`src/rtl/cpc_wait_ctrl.sv`:
```
// Z80 wait-state controller for the CPC bus: aligns CPU accesses to a gate-array slot phase.
// Optional wait-tick statistics counter is compiled in when WAIT_STATS_EN is defined.
//
// state | meaning
// IDLE  | no wait pending; wait_n released
// ALIGN | access started off-phase; holding wait_n low until RELEASE_PH
// EXTRA | aligned IO/INTack access; holding wait_n low for IO_EXTRA ticks
module cpc_wait_ctrl #(
   parameter int SLOT_LEN   = 4,
   parameter int RELEASE_PH = 0,
   parameter int IO_EXTRA   = 1,
   parameter int MAX_WAIT   = 15
) (
   input  logic                        clk,
   input  logic                        reset,
   input  logic                        ce_4p,
   input  logic                        slot_sync,
   input  logic                        no_wait,
   input  logic                        mreq_n,
   input  logic                        iorq_n,
   input  logic                        rfsh_n,
   input  logic                        m1_n,
   output logic                        wait_n,
   output logic [$clog2(SLOT_LEN)-1:0] phase,
   output logic                        busy,
   output logic                        timeout,
   output logic [15:0]                 wait_count
);

   localparam int PH_W = $clog2(SLOT_LEN);

   localparam logic [PH_W-1:0] PH_LAST = PH_W'(SLOT_LEN - 1);
   localparam logic [PH_W-1:0] PH_REL  = PH_W'(RELEASE_PH);
   localparam logic [2:0]      X_LOAD  = 3'(IO_EXTRA);
   localparam logic [7:0]      WD_LAST = 8'(MAX_WAIT - 1);
   localparam logic            HAS_XTR = (IO_EXTRA > 0);

   typedef enum logic [1:0] {
      IDLE  = 2'd0,
      ALIGN = 2'd1,
      EXTRA = 2'd2
   } state_t;

   state_t          state_q, state_d;
   logic [PH_W-1:0] phase_q, phase_d;
   logic            old_acc_q, old_acc_d;
   logic            wait_n_q, wait_n_d;
   logic            busy_q, busy_d;
   logic            timeout_q, timeout_d;
   logic [2:0]      xcnt_q, xcnt_d;
   logic [7:0]      wcnt_q, wcnt_d;

   logic [PH_W-1:0] cur_ph;
   logic [PH_W-1:0] nxt_ph;
   logic            acc;
   logic            acc_start;
   logic            is_intack;
   logic            is_io;
   logic            at_rel;
   logic            go_extra;

   // Slot phase and bus strobe decode
   always_comb begin
      cur_ph    = slot_sync ? '0 : phase_q;
      nxt_ph    = (cur_ph == PH_LAST) ? '0 : cur_ph + 1'b1;
      at_rel    = (cur_ph == PH_REL);
      acc       = (mreq_n | ~rfsh_n) & iorq_n;
      acc_start = old_acc_q & ~acc;
      is_intack = ~m1_n & ~iorq_n;
      is_io     = ~iorq_n | is_intack;
      go_extra  = is_io & HAS_XTR;
   end

   always_comb begin
      state_d   = state_q;
      phase_d   = phase_q;
      old_acc_d = old_acc_q;
      wait_n_d  = wait_n_q;
      timeout_d = timeout_q;
      xcnt_d    = xcnt_q;
      wcnt_d    = wcnt_q;

      if (ce_4p) begin
         phase_d   = nxt_ph;
         old_acc_d = acc;

         if (no_wait) begin
            state_d  = IDLE;
            wait_n_d = 1'b1;
         end else begin
            case (state_q)
               IDLE: begin
                  if (acc_start) begin
                     if (at_rel) begin
                        if (go_extra) begin
                           state_d  = EXTRA;
                           xcnt_d   = X_LOAD;
                           wcnt_d   = '0;
                           wait_n_d = 1'b0;
                        end else begin
                           wait_n_d = 1'b1;
                        end
                     end else begin
                        state_d  = ALIGN;
                        wcnt_d   = '0;
                        wait_n_d = 1'b0;
                     end
                  end
               end

               ALIGN, EXTRA: begin
                  if (acc) begin
                     state_d  = IDLE;
                     wait_n_d = 1'b1;
                  end else if (wcnt_q == WD_LAST) begin
                     state_d   = IDLE;
                     wait_n_d  = 1'b1;
                     timeout_d = 1'b1;
                  end else begin
                     // Watchdog keeps running across ALIGN->EXTRA so the total low time stays bounded
                     wcnt_d = wcnt_q + 8'd1;
                     if (state_q == ALIGN) begin
                        if (at_rel) begin
                           if (go_extra) begin
                              state_d = EXTRA;
                              xcnt_d  = X_LOAD;
                           end else begin
                              state_d  = IDLE;
                              wait_n_d = 1'b1;
                           end
                        end
                     end else begin
                        if (xcnt_q == 3'd1) begin
                           state_d  = IDLE;
                           wait_n_d = 1'b1;
                        end else begin
                           xcnt_d = xcnt_q - 3'd1;
                        end
                     end
                  end
               end

               default: begin
                  state_d  = IDLE;
                  wait_n_d = 1'b1;
               end
            endcase
         end
      end

      busy_d = (state_d != IDLE);
   end

   always_ff @(posedge clk or posedge reset) begin
      if (reset) begin
         state_q   <= IDLE;
         phase_q   <= '0;
         old_acc_q <= 1'b1;
         wait_n_q  <= 1'b1;
         busy_q    <= 1'b0;
         timeout_q <= 1'b0;
         xcnt_q    <= '0;
         wcnt_q    <= '0;
      end else begin
         state_q   <= state_d;
         phase_q   <= phase_d;
         old_acc_q <= old_acc_d;
         wait_n_q  <= wait_n_d;
         busy_q    <= busy_d;
         timeout_q <= timeout_d;
         xcnt_q    <= xcnt_d;
         wcnt_q    <= wcnt_d;
      end
   end

`ifdef WAIT_STATS_EN
   logic [15:0] wcount_q, wcount_d;

   always_comb begin
      wcount_d = wcount_q;
      if (ce_4p && !wait_n_q && (wcount_q != 16'hFFFF)) begin
         wcount_d = wcount_q + 16'd1;
      end
   end

   always_ff @(posedge clk or posedge reset) begin
      if (reset) begin
         wcount_q <= '0;
      end else begin
         wcount_q <= wcount_d;
      end
   end

   assign wait_count = wcount_q;
`else
   assign wait_count = 16'h0000;
`endif

   assign wait_n  = wait_n_q;
   assign phase   = phase_q;
   assign busy    = busy_q;
   assign timeout = timeout_q;

endmodule

```
`config.mk`:
```
export PLATFORM = sky130hd
export DESIGN_NAME = cpc_wait_ctrl
export DESIGN_NICKNAME = d
export VERILOG_FILES = /design/src/rtl/cpc_wait_ctrl.sv
export SDC_FILE = /design/constraint.sdc
export NUM_CORES = 1
export LEC_CHECK = 0
export ABC_CLOCK_PERIOD_IN_PS = 2750
export CAP_MARGIN = 40
export CORE_MARGIN = 4
export CORE_UTILIZATION = 50
export CTS_CLUSTER_SIZE = 28
export DETAILED_ROUTE_END_ITERATION = 8
export GPL_ROUTABILITY_DRIVEN = 0
export HOLD_SLACK_MARGIN = 0.08
export PLACE_DENSITY = 0.79
export SLEW_MARGIN = 25
export SYNTH_ARGS = -nofsm -noshare
export SYNTH_HDL_FRONTEND = slang
export SYNTH_SLANG_ARGS = --single-unit
export TNS_END_PERCENT = 20
```
`constraint.sdc`:
```
create_clock -name clk -period 2.75 [get_ports clk]
set_clock_uncertainty 0.1 [all_clocks]
set_input_delay 0.6875 -clock clk [delete_from_list [all_inputs] [get_ports clk]]
set_output_delay 0.6875 -clock clk [all_outputs]
set_load 0.03 [all_outputs]
```
==> key figures <==
Outcome
  – Status: complete, no violations

CTS
  – CTS root buf: clkbuf_4
  – CTS Buf Count: 3
  – CTS HTree Levels: 1
  – Cts hold-fix bufs: 0
  – CTS tree: yes
  – Clk Latency, worst-skew pair: 0.32 ns
  – Post-cts sizing count: 0
  – Clk buf depth: 2
  – Clock transition at the registers of the reported paths: ~0.12 ns
  – Setup Buffers After CTS: 0
  – Num Clock Sinks: 19

Yosys
  – Cell Area, Synth: 0.00136 sq mm
  – Synth warn: 0
  – Synth area leaders: dfrtp_1 (31%), buf_4 (8.8%), ha_1 (7.4%)
  – Top-area cell type share of the netlist area: 0.313
  – Per-instance average area after synthesis: ~9 sq um
  – FF+latch count, synth: 19
  – Post-synth EDFFs: 0
  – Yosys cell types: about 40
  – Sequential-to-total area share from yosys stat: 0.352
  – Synth async-reset ratio: 1.00
  – Main flop type after synthesis: dfrtp_1
  – Synth area leader: dfrtp_1
  – Post-Synthesis Cells: approximately 150

Cells and area
  – Footprint of the multi-input gates: 771 sq um
  – Fin nets: 190
  – Share of cells above drive strength 1: 0.0930
  – Fin area: roughly 0.0015 sq mm
  – FF+latch area: around 480 sq um
  – Fillers: roughly 220
  – Area Overhead vs Synth: 11.7%
  – Diodes inserted: 0

Critical path
  – Worst path top cell family by delay: buffers and inverters
  – Worst-path cell chain: clkdlybuf4s50_1
  – Classification of the worst setup path: reg -> out
  – Slowest cell on crit path: clkdlybuf4s50_1
  – CP arrival: roughly 1.6 ns
  – Startpoint Class: register
  – Worst EP required: about 2.0 ns
  – WP buf/inv: 1
  – Crit path capture type: primary output
  – Crit-path max FO: 3
  – Slowest stage delay, CP: 0.66 ns

Floorplan
  – I/O pin count: 30
  – Die ar.: around 0.0036 sq mm
  – Die height: 60.1 microns
  – Row cnt: 18
  – Initial Utilization: 0.538
  – Core footprint: roughly 0.0025 sq mm
  – Die Wd: 60.1 microns

STA
  – TNS Setup: 0 ns
  – Fmax: 0.428 GHz
  – Worst-margin pin slew: approximately 0.71 ns
  – Fin. Hold Viols: 0
  – RSZ-0062 raised after global routing: no
  – PnR worst setup slack: around 0.42 ns
  – Final setup fails: 0
  – Minimum clock period: about 2.3 ns
  – Final max-slew violation count: 0
  – Relative slew slack: 0.524
  – Ratio of final minimum period to clock period: 0.849

Global route
  – GR Util All Layers: 0.173
  – Initial antenna violation count: 0
  – Largest net degree at the start of global routing: 20
  – Vias in the first global route: 1,072
  – Remaining Overflow, GRT: 0
  – First-pass GRT wire length: approximately 4700 microns

Drt
  – Avg WL per Cell: around 14 microns
  – Via count: between 1,000 and 1,500
  – TritonRoute pass-1 iters: 4
  – Vias per cell: around 5.5
  – Initial DRC Count: 46
  – DRC: 0
  – Total Routed Length: ~2900 microns
  – Post-DRT Antenna Nets: 0

Power
  – PD cells: approximately 500 mW/mm^2
  – Leakage: 0.729 nW
  – Design Power: 758 uW
  – Max IR drop VDD: approximately 540 uV

Placed design
  – Placed cell area: around 0.0015 sq mm
  – DP HPWL: ~2200 microns
  – Pre-CTS WS: around 0.14 ns
  – Port bufs: 12

Run
  – Max-cap viol count: 0

Min path
  – HP Class: reg -> reg
[sequential cells by signal, indices dropped and copies added, names as in the netlist]
register,count
busy,1
old_acc_q,1
phase,2
state_q,2
timeout,1
wait_n,1
wcnt_q,8
xcnt_q,3
[layout make-up]
| type | count | area share |
|---|---|---|
| Multi-Input combinational cell | 121 | 0.508 |
| Sequential cell | 19 | 0.315 |
| Timing Repair Buffer | 18 | 0.109 |
| Inverter | 10 | 0.0248 |
| Tap cell | 30 | 0.0248 |
| Clock buffer | 3 | 0.0149 |
| Clock inverter | 1 | 0.00330 |
[Yosys cell counts (3+ instances only)]
master,number
a21o_1,6
a21oi_1,7
buf_4,16
dfrtp_1,17
ha_1,8
inv_1,10
nand2_1,14
nand2b_1,4
nand3_1,8
nor2_1,8
nor2b_1,6
nor3_1,5
o21ai_0,5
o22ai_1,3
o31ai_1,4
[worst reg2reg max path, delay by kind of cell (launching register included)]
family                   cells  cell delay [ns]
AO/OA/AOI/OAI                2             0.48
AND/OR/NAND/NOR              2             0.43
flip-flops                   1             0.43
adder cells (fa/ha/maj)      1             0.31
multiplexers                 1             0.22
buffers and inverters        1             0.16
[layer usage]
layer | up-vias | part of all wire | global-route usage
li1 | 552 | - | -
met1 | 526 | 0.43 | 0.206
met2 | 38 | 0.50 | 0.307
met3 | 2 | 0.072 | 0.0454
met4 | 0 | 0.0031 | 0.0380
met5 | - | 0 | 0
[metrics by stage]
step,instances,hold slack (ns),util
6_report,202,0.392,0.601
4_1_cts,202,0.394,0.601
3_5_place_dp,198,0.366,0.590
3_3_place_gp,198,0.361,0.590
2_1_floorplan,168,0.350,-
5_1_grt,202,0.408,0.601
[final timing paths]
path                             endpoint  startpoint  slack [ns]  depth (start not counted)
worst min-delay path            xcnt_q[1]   xcnt_q[1]        0.39                          1
worst max-delay path               wait_n      wait_n        0.42                          1
min in group asynchronous         timeout       reset        0.67                          2
max in group asynchronous       xcnt_q[2]       reset        1.43                          2
worst min register to register  xcnt_q[1]   xcnt_q[1]        0.39                          1
worst max register to register  wcnt_q[5]  state_q[1]        0.54                          7
[cell families after synthesis]
family	after synthesis	synth area share
AO/OA/AOI/OAI	36	0.197
adder cells (fa/ha/maj)	8	0.0737
buffers and inverters	28	0.122
flip-flops	19	0.352
multiplexers	4	0.0341
other	1	0.00276
AND/OR/NAND/NOR	57	0.218
[layout by cell type (no fill, tap or decap), drive strengths merged, types with 3 or more instances in the layout]
| cell | count |
|---|---|
| a21o | 6 |
| a21oi | 7 |
| and2 | 3 |
| buf | 6 |
| clkbuf | 3 |
| clkdlybuf4s50 | 12 |
| conb | 16 |
| dfrtp | 17 |
| ha | 8 |
| inv | 10 |
| nand2 | 14 |
| nand2b | 4 |
| nand3 | 8 |
| nor2 | 8 |
| nor2b | 6 |
| nor3 | 5 |
| o21ai | 5 |
| o22ai | 3 |
| o31ai | 4 |
[power breakdown]
group	switching, mW	total, mW	internal, mW
registers	0.0364	0.347	0.311
logic	0.156	0.256	0.0998
clock network	0.0998	0.154	0.0545
Power figures use the tool's default switching activity.
